**config.mk**
```make
export PLATFORM = sky130hd
export DESIGN_NAME = buzzer_arbiter
export DESIGN_NICKNAME = d
export VERILOG_FILES = /design/src/rtl/buzzer_arbiter.sv
export SDC_FILE = /design/constraint.sdc
export NUM_CORES = 1
export LEC_CHECK = 0
export BUFFER_PORTS_ARGS = -buffer_cell sky130_fd_sc_hd__buf_2
export CAP_MARGIN = 20
export CORE_MARGIN = 3
export CORE_UTILIZATION = 60
export CTS_BUF_LIST = sky130_fd_sc_hd__clkbuf_4
export DETAILED_ROUTE_END_ITERATION = 12
export GPL_ROUTABILITY_DRIVEN = 0
export PLACE_DENSITY = 0.77
export SLEW_MARGIN = 20
export SYNTH_ARGS = -nofsm -noshare
export SYNTH_HDL_FRONTEND = slang
export SYNTH_SLANG_ARGS = --single-unit
```
**constraint.sdc**
```tcl
create_clock -name clk -period 11.2 [get_ports clk]
set_clock_uncertainty 0.05 [all_clocks]
set_input_delay 0.56 -clock clk [delete_from_list [all_inputs] [get_ports clk]]
set_output_delay 0.56 -clock clk [all_outputs]
set_load 0.03 [all_outputs]
```
**src/rtl/buzzer_arbiter.sv**
```systemverilog
// Purpose: arbitrates click/ok/err tone requests onto one buzzer pin, sequencing square wave and duration.
// Latency: a request is accepted on the next clk edge; buzzer, busy, cur_src and done are all registered.
// Backpressure: none; lower-class requests are dropped, same or higher class restarts or preempts the tone.
module buzzer_arbiter #(
  parameter int unsigned CLICK_HALF = 50000,
  parameter int unsigned CLICK_LEN  = 10000000,
  parameter int unsigned OK_HALF    = 25000,
  parameter int unsigned OK_LEN     = 30000000,
  parameter int unsigned ERR_HALF   = 100000,
  parameter int unsigned ERR_LEN    = 15000000,
  parameter int unsigned ERR_GAP_LO = 5000000,
  parameter int unsigned ERR_GAP_HI = 10000000
) (
  input  logic       clk,
  input  logic       rst,
  input  logic       req_click,
  input  logic       req_ok,
  input  logic       req_err,
  input  logic       mute,
  output logic       buzzer,
  output logic       busy,
  output logic [1:0] cur_src,
  output logic       done
);

  // Encoding doubles as the priority class and the cur_src code.
  typedef enum logic [1:0] {
    IDLE  = 2'b00,
    CLICK = 2'b01,
    OK    = 2'b10,
    ERR   = 2'b11
  } state_t;

  state_t      state, state_nxt;
  logic [31:0] len_cnt, len_nxt;
  logic [31:0] half_cnt, half_nxt;
  logic        phase, phase_nxt;
  logic        buzzer_nxt, done_nxt;
  logic [31:0] cur_half, cur_len;
  logic [1:0]  req_cls;
  logic [1:0]  floor_cls;
  logic        expire, accept, gap;

  always_ff @(posedge clk or posedge rst) begin
    if (rst) begin
      state    <= IDLE;
      len_cnt  <= '0;
      half_cnt <= '0;
      phase    <= 1'b0;
      buzzer   <= 1'b0;
      done     <= 1'b0;
    end else begin
      state    <= state_nxt;
      len_cnt  <= len_nxt;
      half_cnt <= half_nxt;
      phase    <= phase_nxt;
      buzzer   <= buzzer_nxt;
      done     <= done_nxt;
    end
  end

  assign busy    = (state != IDLE);
  assign cur_src = state;

  always_comb begin
    cur_half = 32'd1;
    cur_len  = 32'd1;
    case (state)
      CLICK:   begin cur_half = CLICK_HALF; cur_len = CLICK_LEN; end
      OK:      begin cur_half = OK_HALF;    cur_len = OK_LEN;    end
      ERR:     begin cur_half = ERR_HALF;   cur_len = ERR_LEN;   end
      default: begin cur_half = 32'd1;      cur_len = 32'd1;     end
    endcase
  end

  always_comb begin
    state_nxt  = state;
    len_nxt    = len_cnt;
    half_nxt   = half_cnt;
    phase_nxt  = phase;
    buzzer_nxt = 1'b0;
    done_nxt   = 1'b0;
    gap        = 1'b0;

    req_cls = req_err ? 2'b11 : req_ok ? 2'b10 : req_click ? 2'b01 : 2'b00;
    expire  = (state != IDLE) && (len_cnt == cur_len - 32'd1);
    // On the expiry edge a new request competes as if the arbiter were already idle.
    floor_cls = expire ? 2'b00 : state;
    accept    = (req_cls != 2'b00) && (req_cls >= floor_cls);

    if (accept) begin
      state_nxt  = state_t'(req_cls);
      phase_nxt  = 1'b1;
      len_nxt    = '0;
      half_nxt   = '0;
      buzzer_nxt = ~mute;
      done_nxt   = expire;
    end else if (expire) begin
      state_nxt = IDLE;
      len_nxt   = '0;
      half_nxt  = '0;
      phase_nxt = 1'b0;
      done_nxt  = 1'b1;
    end else if (state != IDLE) begin
      len_nxt = len_cnt + 32'd1;
      if (half_cnt == cur_half - 32'd1) begin
        half_nxt  = '0;
        phase_nxt = ~phase;
      end else begin
        half_nxt = half_cnt + 32'd1;
      end
      gap        = (state == ERR) && (len_nxt >= ERR_GAP_LO) && (len_nxt < ERR_GAP_HI);
      buzzer_nxt = phase_nxt & ~mute & ~gap;
    end
  end

endmodule

```
## Yosys cells after proc, flatten, opt, wreduce, memory -nomap -nowiden

Index checks and enable logic that the tools add are counted.

- Order comparisons: 3
- Multiplexer cells: 26
- Reductions and logical operators: 7
- Equal/unequal tests: 5
- Add/subtract/negate cells: 4
- Bitwise operators: 5

Operator list:

| kind | number |
|---|---|
| two-way mux 32 bit | 7 |
| one-hot mux 25 bit (3 select lines) | 1 |
| adder 32 x 1 -> 32 bit, second input constant | 2 |
| == test 32 bit | 2 |
| subtractor 32 x 1 -> 32 bit, second input constant | 2 |
| one-hot mux 17 bit (3 select lines) | 1 |
| greater-or-equal comparator 32 x 23 -> 1 bit, second input constant | 1 |
| less-than comparator 32 x 24 -> 1 bit, second input constant | 1 |
| two-way mux 1 bit | 13 |
| two-way mux 2 bit | 4 |
| == test 2 bit, second input constant | 2 |
| logical AND 1 bit | 4 |
| nonzero test 2 bit | 2 |
| inverter 1 bit | 3 |
| nonzero test 3 bit | 1 |
| bitwise AND 1 bit | 2 |
| == test 2 x 1 -> 1 bit, second input constant | 1 |
| greater-or-equal comparator 2 bit | 1 |

- Word-level logic and storage cells: 56
- Bits in registers: 69
- Output and inout port bits: 5
- Bits of input ports: 6

## Depth between registers and ports, before layout

Gate-level depths: netlist of the first run.

- Word-level depth: 14
- Mapped depth: 17

## Least setup slack after synthesis of the first run

No wires, ideal clock.

- Path kind: reg-to-reg
- Start: reg state[0], in the netlist cur_src[0]
- End: reg half_cnt[12]
- Required time: 11.067 ns
- Data arrival time: 4.312 ns
- Path slack: 6.756 ns
- Cell stages (with the launch flop): 17
- Buffers on the path: 1
- Path through: dfrtp_1 > inv_1 > ha_1 > or3_1 > a211oi_2 > nand3_1 > nor4_1 > nor2_1 > ha_1 > nand2b_1 > a21oi_1 > nor2_1 > a311o_1 > or2_1 > clkbuf_1 > or3_1 > o21ai_0

- Longest elaborated chain between the ends: 9
- Elaborated cells on any way between the ends: 19

RTL lines:

| what | RTL line | RTL |
|---|---|---|
| start: declaration | 34 | `state_t state, state_nxt;` |
| start signal: assignment | 53 | `state <= state_nxt;` |
| == test 2 bit / == test 2 x 1 -> 1 bit (equally long branches) | 68 | `case (state)` |
| one-hot mux 25 bit (3 select lines) | 68 |  |
| subtractor 32 x 1 -> 32 bit | 86 | `expire = (state != IDLE) && (len_cnt == cur_len - 32'd1);` |
| == test 32 bit | 86 |  |
| logical AND 1 bit | 86 |  |
| two-way mux 2 bit | -- |  |
| greater-or-equal comparator 2 bit | 89 | `accept = (req_cls != 2'b00) && (req_cls >= floor_cls);` |
| logical AND 1 bit | 89 |  |
| nonzero test 3 bit (no line) / two-way mux 32 bit (equally long branches) | -- |  |
| end signal: assignment | 55 | `half_cnt <= half_nxt;` |
| end: declaration | 36 | `logic [31:0] half_cnt, half_nxt;` |

Parallel ways exist; a longest one is shown, timed or not. The select of a mux whose other input is x is not followed.
A chain may end at the register's enable or synchronous reset.

## Worst setup path after layout of the first run

- Start: reg state[0], in the netlist cur_src[0]
- End: reg half_cnt[4]

The elaborated chain is that of the path after synthesis.

==> metrics.txt, run 1 <==
Total Routing Usage GR=28.3%; Slew headroom=44.6%; worst vdd ir=0.0902 mV; ys flop type=dfrtp_1; critical path's slowest cell=nor2_1; Setup CP Type=reg -> reg; routed vias=4,712; Synth async-reset ratio=100%; max capacitance violation total=0; Residual DRC=0; Mapped Area=0.00501 mm^2; Post-Syn Nets=615; worst r2r src=cur_src[0]; Max stage delay on crit path=0.68 ns; yosys warns=0; Yosys cell types=75; Initial DRT Pass Iterations=5; Layout Nets=599; Yosys reg bits=69; Finish-stage setup viols=0; wire length per cell=19.1 um; setup TNS=0 ns; period utilisation layout=45.7%; Syn Area/Cell=8.35 um^2; crit end category=register; outcome=complete, no violations; CP Data Arrival Time=5.44 ns; first-pass GRT wire length=22,100 um; cts hold-fix bufs=0; gr ovfl total=0; critical path depth in cells=15; Via density=6.82; Pins Over Slew Limit=0; Critical path destination=half_cnt[4]; vias in the first global route=4,514; leakage power=2.03 nW; number of synthesized flops with an enable pin=0; Initial Utilization=63.2%; Initial DRC Count=331; DPL Wire Length=9310 um; post-CTS sizing=0; Worst Tran Pin Value=0.828 ns; Sink Count=69; die area=0.00949 mm^2; CTS tree=yes; most used cell, CP=nor2_1; CTS root buffer=clkbuf_4; crit path cell chain=inv_1 > ha_1 > nor4b_1 > a22oi_2 > nor4_1 > nor2_1 > ha_1 > nand2b_1 > a21oi_1 > nor2_1 > a311o_1 > buf_4 > nor2_1 > a21oi_1 > o21ai_0; Clock Latency Late Sink=0.44 ns; antenna-violating nets left=0; Mapped Cells=600; total core area=0.00793 mm^2; RSZ-0062 raised after global routing=no; Max clock buf depth=2; synthesis-to-finish area growth=3.54%; crit-path leading delay family=simple AND/OR/NAND/NOR gates; post-CTS setup buffers=0; Die Span Y=97.4 um; share of cells above drive strength 1=9.17%; IO buf count=10; crit start category=register; Routed WL=13,200 um; clock-pin slew on the worst setup and hold paths=0.13 ns; reg2reg end=half_cnt[4]; Buf/Inv on CP=2; io pins=11; critical path fanouts, max=34; Critical path origin=cur_src[0]; n_diodes=0; Max Freq=0.195 GHz; FF-to-FF setup slack=6.08 ns; sequential area share after synthesis=34.4%; Power Total=0.778 mW; Final Hold Viols=0; power per cell area=150 mW/mm^2; hold crit path type=in -> async; initial antenna violation count=0; die width=97.4 um; Tmin final=5.12 ns; total CTS buffers=9; H-tree depth reported by CTS=3; row cnt=32; Critical Path RT=11.52 ns; R2R cell count=15; Final Core Density=65.5%; largest net degree at the start of global routing=43
## cell usage in the layout, fill, tap and decap left out, types with 3 or more instances in the layout
cell type	synthesis	routed
nand2b_1	6	6
buf_2	9	10
nand2_1	49	49
nor2_1	53	53
nor3_1	20	20
o31ai_1	13	13
a31oi_1	7	7
a21oi_1	22	22
buf_4	4	4
nor4_1	15	15
mux2i_1	3	3
nor4b_1	3	3
xor2_1	16	16
nand4_1	15	15
and3_1	12	12
and4_1	9	9
o41ai_1	5	5
and2_1	4	4
or2_2	3	3
a22o_1	5	5
xnor2_1	26	26
nand3_1	32	32
o22ai_1	4	4
clkbuf_4	0	9
a211oi_1	4	4
nor3b_1	4	4
or4_1	4	4
nor2b_1	4	4
o21ai_0	49	49
dfrtp_1	69	69
or3_1	15	15
o21a_1	9	9
or2_1	3	3
inv_1	20	19
ha_1	9	9
## state kept, by name, summed over array words and instances, names as in the netlist
| name | flops |
|---|---|
| buzzer | 1 |
| half_cnt | 32 |
| len_cnt | 32 |
| done | 1 |
| phase | 1 |
| cur_src | 2 |
## routing by layer
metal  share of wire, %  vias to the layer above  track usage [%]
met5                  0                        -                0
met4                3.2                        0             11.4
met3                6.6                       49             5.67
met2                 48                      209             45.8
met1                 42                     2274             37.1
li1                   -                     2180                -
## final cells by class
class,count,area (um^2)
tap,102,128
fill,688,2740
inverter,21,78.8
timing repair buffer,14,80.1
multi-input combinational,469,3020
clock inverter,7,90.1
clock buffer,9,67.6
sequential,69,1730
## cells in the mapped netlist, types with 4 or more instances
library cell	number	area share (%)
dfrtp_1	69	34
nor2_1	53	4.0
nand2_1	49	3.7
o21ai_0	49	4.9
nand3_1	32	3.2
clkbuf_1	26	1.9
xnor2_1	26	4.5
a21oi_1	22	2.2
inv_1	20	1.5
nor3_1	20	2.0
xor2_1	16	2.8
nand4_1	15	1.9
nor4_1	15	1.9
or3_1	15	1.9
o31ai_1	13	1.9
and3_1	12	1.5
and4_1	9	1.6
buf_2	9	0.90
ha_1	9	2.2
o21a_1	9	1.3
a31oi_1	7	0.87
nand2b_1	6	0.75
a22o_1	5	0.87
o41ai_1	5	0.87
a211oi_1	4	0.60
and2_1	4	0.50
buf_4	4	0.60
nor2b_1	4	0.50
nor3b_1	4	0.60
o22ai_1	4	0.50
or4_1	4	0.60
## cell families after synthesis
| group | after synthesis | share of synthesized area, % |
|---|---|---|
| buffers and inverters | 62 | 5.32 |
| flip-flops | 69 | 34.4 |
| adder cells (fa/ha/maj) | 9 | 2.25 |
| AO/OA/AOI/OAI | 146 | 19.9 |
| XOR/XNOR | 42 | 7.34 |
| AND/OR/NAND/NOR | 268 | 29.9 |
| multiplexers | 4 | 0.824 |
## stage by stage
step | instance area [um^2] | instances | setup WS [ns] | hold slack (ns)
after global placement | 5030 | 675 | 6.43 | 0.467
after floorplan | 5010 | 600 | 6.76 | 0.442
after global routing | 5190 | 691 | 5.54 | 0.158
after detailed placement | 5030 | 675 | 6.14 | 0.492
final | 5190 | 691 | 6.08 | 0.117
after CTS | 5190 | 691 | 6.12 | 0.134
## worst register-to-register path, stage by stage (launching register included)
cell and delay, ns:
dfrtp_1 0.49, inv_1 0.16, ha_1 0.61, nor4b_1 0.40
a22oi_2 0.15, nor4_1 0.45, nor2_1 0.12, ha_1 0.28
nand2b_1 0.14, a21oi_1 0.32, nor2_1 0.25, a311o_1 0.38
buf_4 0.24, nor2_1 0.69, a21oi_1 0.14, o21ai_0 0.19
## how the worst min path moves through the flow
stage | slack, ns | end | startpoint | depth (start not counted)
5_1_grt | 0.16 | cur_src[1] | rst | 2
2_1_floorplan | 0.44 | half_cnt[31] | half_cnt[31] | 2
3_3_place_gp | 0.47 | half_cnt[29] | half_cnt[29] | 1
6_report | 0.12 | half_cnt[24] | rst | 2
3_5_place_dp | 0.49 | half_cnt[1] | half_cnt[1] | 2
4_1_cts | 0.13 | half_cnt[24] | rst | 2
## where the power goes
group	total (mW)	switching, mW	internal [mW]	leakage [nW]
Sequential	0.276	0.0162	0.260	0.947
Combinational	0.313	0.209	0.105	0.995
Clock	0.189	0.0997	0.0894	0.0850
Note: power is estimated with default switching activity, not from simulation.
==> run 2, diff against run 1 <==
- clock period: 11.2 -> 4.75 ns (I/O delays scaled with it)
==> run 2 against run 1 <==
The flow now finishes with violations (hold timing); final cell count grew 0.87%; combinational power grew 150%; core utilization grew 0.92 points; highest routed layer unchanged; die area is the same; global-route usage grew 0.51 points; register-to-register slack lost 5.7 ns; critical path type unchanged; sequential share of layout area shrank 0.46 points; critical path depth is the same.
==> metrics.txt, run 2 (synthesis results as in run 1) <==
die area=0.00949 mm^2 (unchanged); Final Hold Viols=10 (was 0); wire length per cell=18.9 um (was 19.1 um); Pins Over Slew Limit=0 (unchanged); Clock Latency Late Sink=0.44 ns (about the same); Die Span Y=97.4 um (unchanged); critical path's slowest cell=dfrtp_1 (was nor2_1); Layout Nets=606 (was 599); H-tree depth reported by CTS=3 (unchanged); power per cell area=353 mW/mm^2 (was 150 mW/mm^2); CTS root buffer=clkbuf_4 (unchanged); Finished Layout Cells=697 (was 691); max capacitance violation total=0 (unchanged); failing checks=hold timing; critical path fanouts, max=11 (was 34); footprint of the multi-input gates=0.00304 mm^2 (was 0.00302 mm^2); most common cell after layout, fill and taps aside=dfrtp_1 (unchanged); routed vias=4,729 (was 4,712); post-CTS setup buffers=0 (unchanged); total CTS buffers=9 (unchanged); Max stage delay on crit path=0.48 ns (was 0.68 ns); Final Core Density=66.4% (was 65.5%); share of cells above drive strength 1=10.6% (was 9.17%); Power Total=1.86 mW (was 0.778 mW); first-pass GRT wire length=22,500 um (was 22,100 um); hold crit path type=in -> async (unchanged); period utilisation layout=92.4% (was 45.7%); Sink Count=69 (unchanged); DPL Wire Length=9260 um (was 9310 um); Residual DRC=0 (unchanged); leakage power=2.06 nW (was 2.03 nW); setup TNS=0 ns (unchanged); n_diodes=0 (unchanged); commonest cells after routing, fill and taps aside=dfrtp_1 (69), nor2_1 (53), o21ai_0 (49), nand2_1 (49), nand3_1 (32) (unchanged); Initial DRT Pass Iterations=5 (unchanged); Tmin final=4.39 ns (was 5.12 ns); die width=97.4 um (unchanged); Total Routing Usage GR=28.8% (was 28.3%); synthesis-to-finish area growth=4.99% (was 3.54%); gr ovfl total=0 (unchanged); worst r2r src=cur_src[0] (unchanged); grt met2 use=47.0% (was 45.8%); initial antenna violation count=0 (unchanged); hold slack=-0.0175 ns (was 0.117 ns); crit start category=register (unchanged); Routed WL=13,200 um (about the same); reg2reg end=half_cnt[12] (was half_cnt[4]); Worst Tran Pin Value=0.896 ns (was 0.828 ns); Initial DRC Count=377 (was 331); crit path cell chain=inv_1 > ha_1 > or3_1 > a211oi_2 > nand3_1 > nor4_4 > nor2_1 > ha_1 > nand2b_1 > a21oi_2 > nor2_1 > a311o_1 > or2_1 > or3_1 > o21ai_0 (was inv_1 > ha_1 > nor4b_1 > a22oi_2 > nor4_1 > nor2_1 > ha_1 > nand2b_1 > a21oi_1 > nor2_1 > a311o_1 > buf_4 > nor2_1 > a21oi_1 > o21ai_0); IO buf count=10 (unchanged); GR peak layer=met2 (unchanged); met3 usage=5.81% (was 5.67%); vias in the first global route=4,618 (was 4,514); row cnt=32 (unchanged); Via density=6.78 (was 6.82); placed cells=681 (was 675); CP Data Arrival Time=4.70 ns (was 5.44 ns); Max clock buf depth=2 (unchanged); RSZ-0062 raised after global routing=no (unchanged); antenna-violating nets left=0 (unchanged); Finish-stage setup viols=0 (unchanged); outcome=finished with violations (was complete, no violations); Slew headroom=40.3% (was 44.6%); register area=0.00173 mm^2 (unchanged); M1 GR Usage=36.7% (was 37.1%); io pins=11 (unchanged); worst vdd ir=0.210 mV (was 0.0902 mV); Initial Utilization=63.2% (unchanged); Critical Path RT=5.06 ns (was 11.52 ns); CTS tree=yes (unchanged); R2R cell count=15 (unchanged); FF-to-FF setup slack=0.36 ns (was 6.08 ns); fill cell count=660 (was 688); total core area=0.00793 mm^2 (unchanged); clock-pin slew on the worst setup and hold paths=0.12 ns (was 0.13 ns); largest net degree at the start of global routing=70 (was 43); Max Freq=0.228 GHz (was 0.195 GHz); Setup CP Type=reg -> reg (unchanged); crit end category=register (unchanged)
[run 2: cell count changes in the layout (fill, tap and decap cells not counted)]
cell and delta:
buf_4 +6, clkinv_1 -2, clkinvlp_4 +2, a21oi_1 -1, a21oi_2 +1, clkinv_4 -1
dlygate4sd3_1 +1, nor4_1 -1, nor4_4 +1
[run 2: routing by layer]
| metal | routed length [um] | up-vias |
|---|---|---|
| li1 | - | 2194 |
| met1 | 5440 | 2262 |
| met2 | 6290 | 225 |
| met3 | 1000 | 48 |
| met4 | 469 | 0 |
| met5 | 0 | - |
[run 2: worst max path at each step]
stage	startpoint	end	cells past startpoint
after detailed placement	cur_src[0]	half_cnt[12]	15
after global routing	cur_src[0]	half_cnt[8]	15
after global placement	cur_src[0]	half_cnt[12]	15
after CTS	cur_src[0]	half_cnt[12]	15
after floorplan	cur_src[0]	half_cnt[8]	16
final	cur_src[0]	half_cnt[12]	15
[run 2: critical path, delay by kind of cell, from the launching register on]
family	cells	cell delay [ns]
AO/OA/AOI/OAI	4	0.98
adder cells (fa/ha/maj)	2	0.56
buffers and inverters	1	0.14
flip-flops	1	0.48
AND/OR/NAND/NOR	8	2.11
[run 2: where the power goes]
| group | internal [mW] | switching, mW |
|---|---|---|
| combinational | 0.265 | 0.510 |
| clock | 0.210 | 0.224 |
| sequential | 0.612 | 0.0372 |
| total | 1.09 | 0.771 |
[run 2: timing repair]
| action | in CTS | in global routing |
|---|---|---|
| endpoints found under the setup margin | 0 | 37 |
| endpoints found under the hold margin | 1 | 0 |
| hold buffers | 1 | 0 |
| gates resized for setup | 0 | 3 |
[run 2: final cells by class]
type | count | area share (%)
sequential | 69 | 32.8
clock buffer | 9 | 1.28
timing repair buffer | 21 | 2.57
tap | 102 | 2.43
clock inverter | 6 | 1.69
multi-input combinational | 469 | 57.7
inverter | 21 | 1.50
[run 2: stage by stage]
| stage | setup WS [ns] | instance area, um^2 |
|---|---|---|
| floorplan | 0.306 | 5010 |
| global placement | 0.415 | 5080 |
| detailed placement | 0.192 | 5080 |
| CTS | 0.180 | 5240 |
| global route | 0.0319 | 5260 |
| finish | 0.363 | 5260 |
==> run 3, diff against run 2 <==
- SETUP_SLACK_MARGIN: not set -> 0.5
==> run 3 against run 2 <==
The run still ends with hold timing left; combinational power is 6.4% higher; design area is 0.31% higher; sequential power hardly changed; clock power is 25% lower; critical path type unchanged.
==> metrics.txt, run 3 (synthesis results as in run 1) <==
outcome=finished with violations (unchanged); failing checks=hold timing (unchanged); Residual DRC=0 (unchanged); antenna-violating nets left=0 (unchanged); hold crit path type=in -> async (unchanged); power per cell area=341 mW/mm^2 (was 353 mW/mm^2); n_diodes=0 (unchanged); CTS root buffer=clkbuf_4 (unchanged); Finish-stage setup viols=0 (unchanged); synthesis-to-finish area growth=5.32% (was 4.99%); clock-pin slew on the worst setup and hold paths=0.13 ns (was 0.12 ns); die width=97.4 um (unchanged); max capacitance violation total=0 (unchanged); RSZ-0062 raised after global routing=no (unchanged); IO buf count=10 (unchanged); grt met2 use=43.0% (was 47.0%); commonest cells after routing, fill and taps aside=dfrtp_1 (67), nor2_1 (52), o21ai_0 (49), nand2_1 (49), nand3_1 (31) (was dfrtp_1 (69), nor2_1 (53), o21ai_0 (49), nand2_1 (49), nand3_1 (32)); row cnt=32 (unchanged); critical path fanouts, max=11 (unchanged); Pins Over Slew Limit=0 (unchanged); routed vias=4,767 (was 4,729); initial antenna violation count=0 (unchanged); first-pass GRT wire length=22,200 um (was 22,500 um); Critical Path RT=5.05 ns (was 5.06 ns); area post-placement=0.00510 mm^2 (was 0.00508 mm^2); Total Routing Usage GR=28.3% (was 28.8%); vias in the first global route=4,545 (was 4,618); crit start category=register (unchanged); total CTS buffers=9 (unchanged); Via density=6.80 (was 6.78); CTS tree=yes (unchanged); io pins=11 (unchanged); M1 GR Usage=38.8% (was 36.7%); Layout Nets=611 (was 606); H-tree depth reported by CTS=3 (unchanged); Power Total=1.80 mW (was 1.86 mW); die area=0.00949 mm^2 (unchanged); Initial DRC Count=432 (was 377); Tmin final=4.08 ns (was 4.39 ns); hold slack=-0.00409 ns (was -0.0175 ns); Setup CP Type=reg -> reg (unchanged); Initial DRT Pass Iterations=5 (unchanged); crit end category=register (unchanged); met3 usage=7.18% (was 5.81%); wire length per cell=18.6 um (was 18.9 um); largest net degree at the start of global routing=70 (unchanged); Routed WL=13,100 um (was 13,200 um); share of cells above drive strength 1=12.7% (was 10.6%); setup TNS=0 ns (unchanged); design area=0.00528 mm^2 (was 0.00526 mm^2); GR peak layer=met2 (unchanged); worst vdd ir=0.191 mV (was 0.210 mV); total core area=0.00793 mm^2 (unchanged); Die Span Y=97.4 um (unchanged); Max clock buf depth=2 (unchanged); DPL Wire Length=9130 um (was 9260 um); leakage power=2.06 nW (about the same); gr ovfl total=0 (unchanged); Clock Latency Late Sink=0.44 ns (about the same); Final Hold Viols=6 (was 10); Slew headroom=40.8% (was 40.3%); Initial Utilization=63.2% (unchanged); Sink Count=69 (unchanged); Max Freq=0.245 GHz (was 0.228 GHz); period utilisation layout=86.0% (was 92.4%); most common cell after layout, fill and taps aside=dfrtp_1 (unchanged); Worst Tran Pin Value=0.888 ns (was 0.896 ns); CP Data Arrival Time=4.39 ns (was 4.70 ns)
run 3: final timing paths:
kind / from / endpoint / slack (ns) / cells past startpoint
min in group clk: req_err / cur_src[1] / 0.07 / 3
min: rst / half_cnt[8] / -0.004 / 3
min reg2reg: half_cnt[1] / half_cnt[1] / 0.50 / 2
max: cur_src[0] / half_cnt[4] / 0.67 / 14
max reg2reg: cur_src[0] / half_cnt[4] / 0.67 / 14
max in group asynchronous: rst / cur_src[0] / 4.04 / 3
run 3: metrics by stage:
stage               setup WS, ns  instances  utilization [%]
finish                     0.665        701             66.6
global route               0.478        701             66.6
CTS                        0.537        699             65.9
detailed placement         0.285        682             64.3
global placement           0.507        682             64.3
floorplan                  0.579        600                -
run 3: cell type report:
cell class / instances / area (um^2)
clock buffer: 9 / 67.6
clock inverter: 5 / 30.0
fill: 657 / 2650
inverter: 21 / 78.8
multi-input combinational: 469 / 3070
sequential: 69 / 1730
tap: 102 / 128
timing repair buffer: 26 / 176
run 3: what timing repair did:
item,4_1_cts,5_1_grt
hold buffers,1,0
pin swaps,2,1
endpoints found under the hold margin,1,0
setup endpoints to repair,20,46
buffers inserted,2,2
resized for setup,1,10
run 3: worst max-delay path: stages, from the launching register on:
cell and delay, ns:
dfrtp_2 0.46, buf_4 0.15, ha_2 0.23, or3_1 0.35
a211o_1 0.37, nor4_4 0.31, nor2_1 0.10, ha_1 0.30
nand2b_1 0.19, a21oi_4 0.21, nor2_2 0.13, a311o_1 0.36
or2_4 0.32, or3_1 0.36, o21ai_0 0.09
run 3: per-layer routing:
layer | share of wire [%] | wire length [um]
met5 | 0 | 0
met4 | 1.7 | 219
met1 | 44 | 5710
met2 | 46 | 5980
met3 | 8.7 | 1140
run 3: where the power goes:
| part | switching, mW | internal, mW |
|---|---|---|
| registers | 0.0359 | 0.614 |
| logic | 0.527 | 0.299 |
| clock network | 0.226 | 0.0988 |
| total | 0.788 | 1.01 |
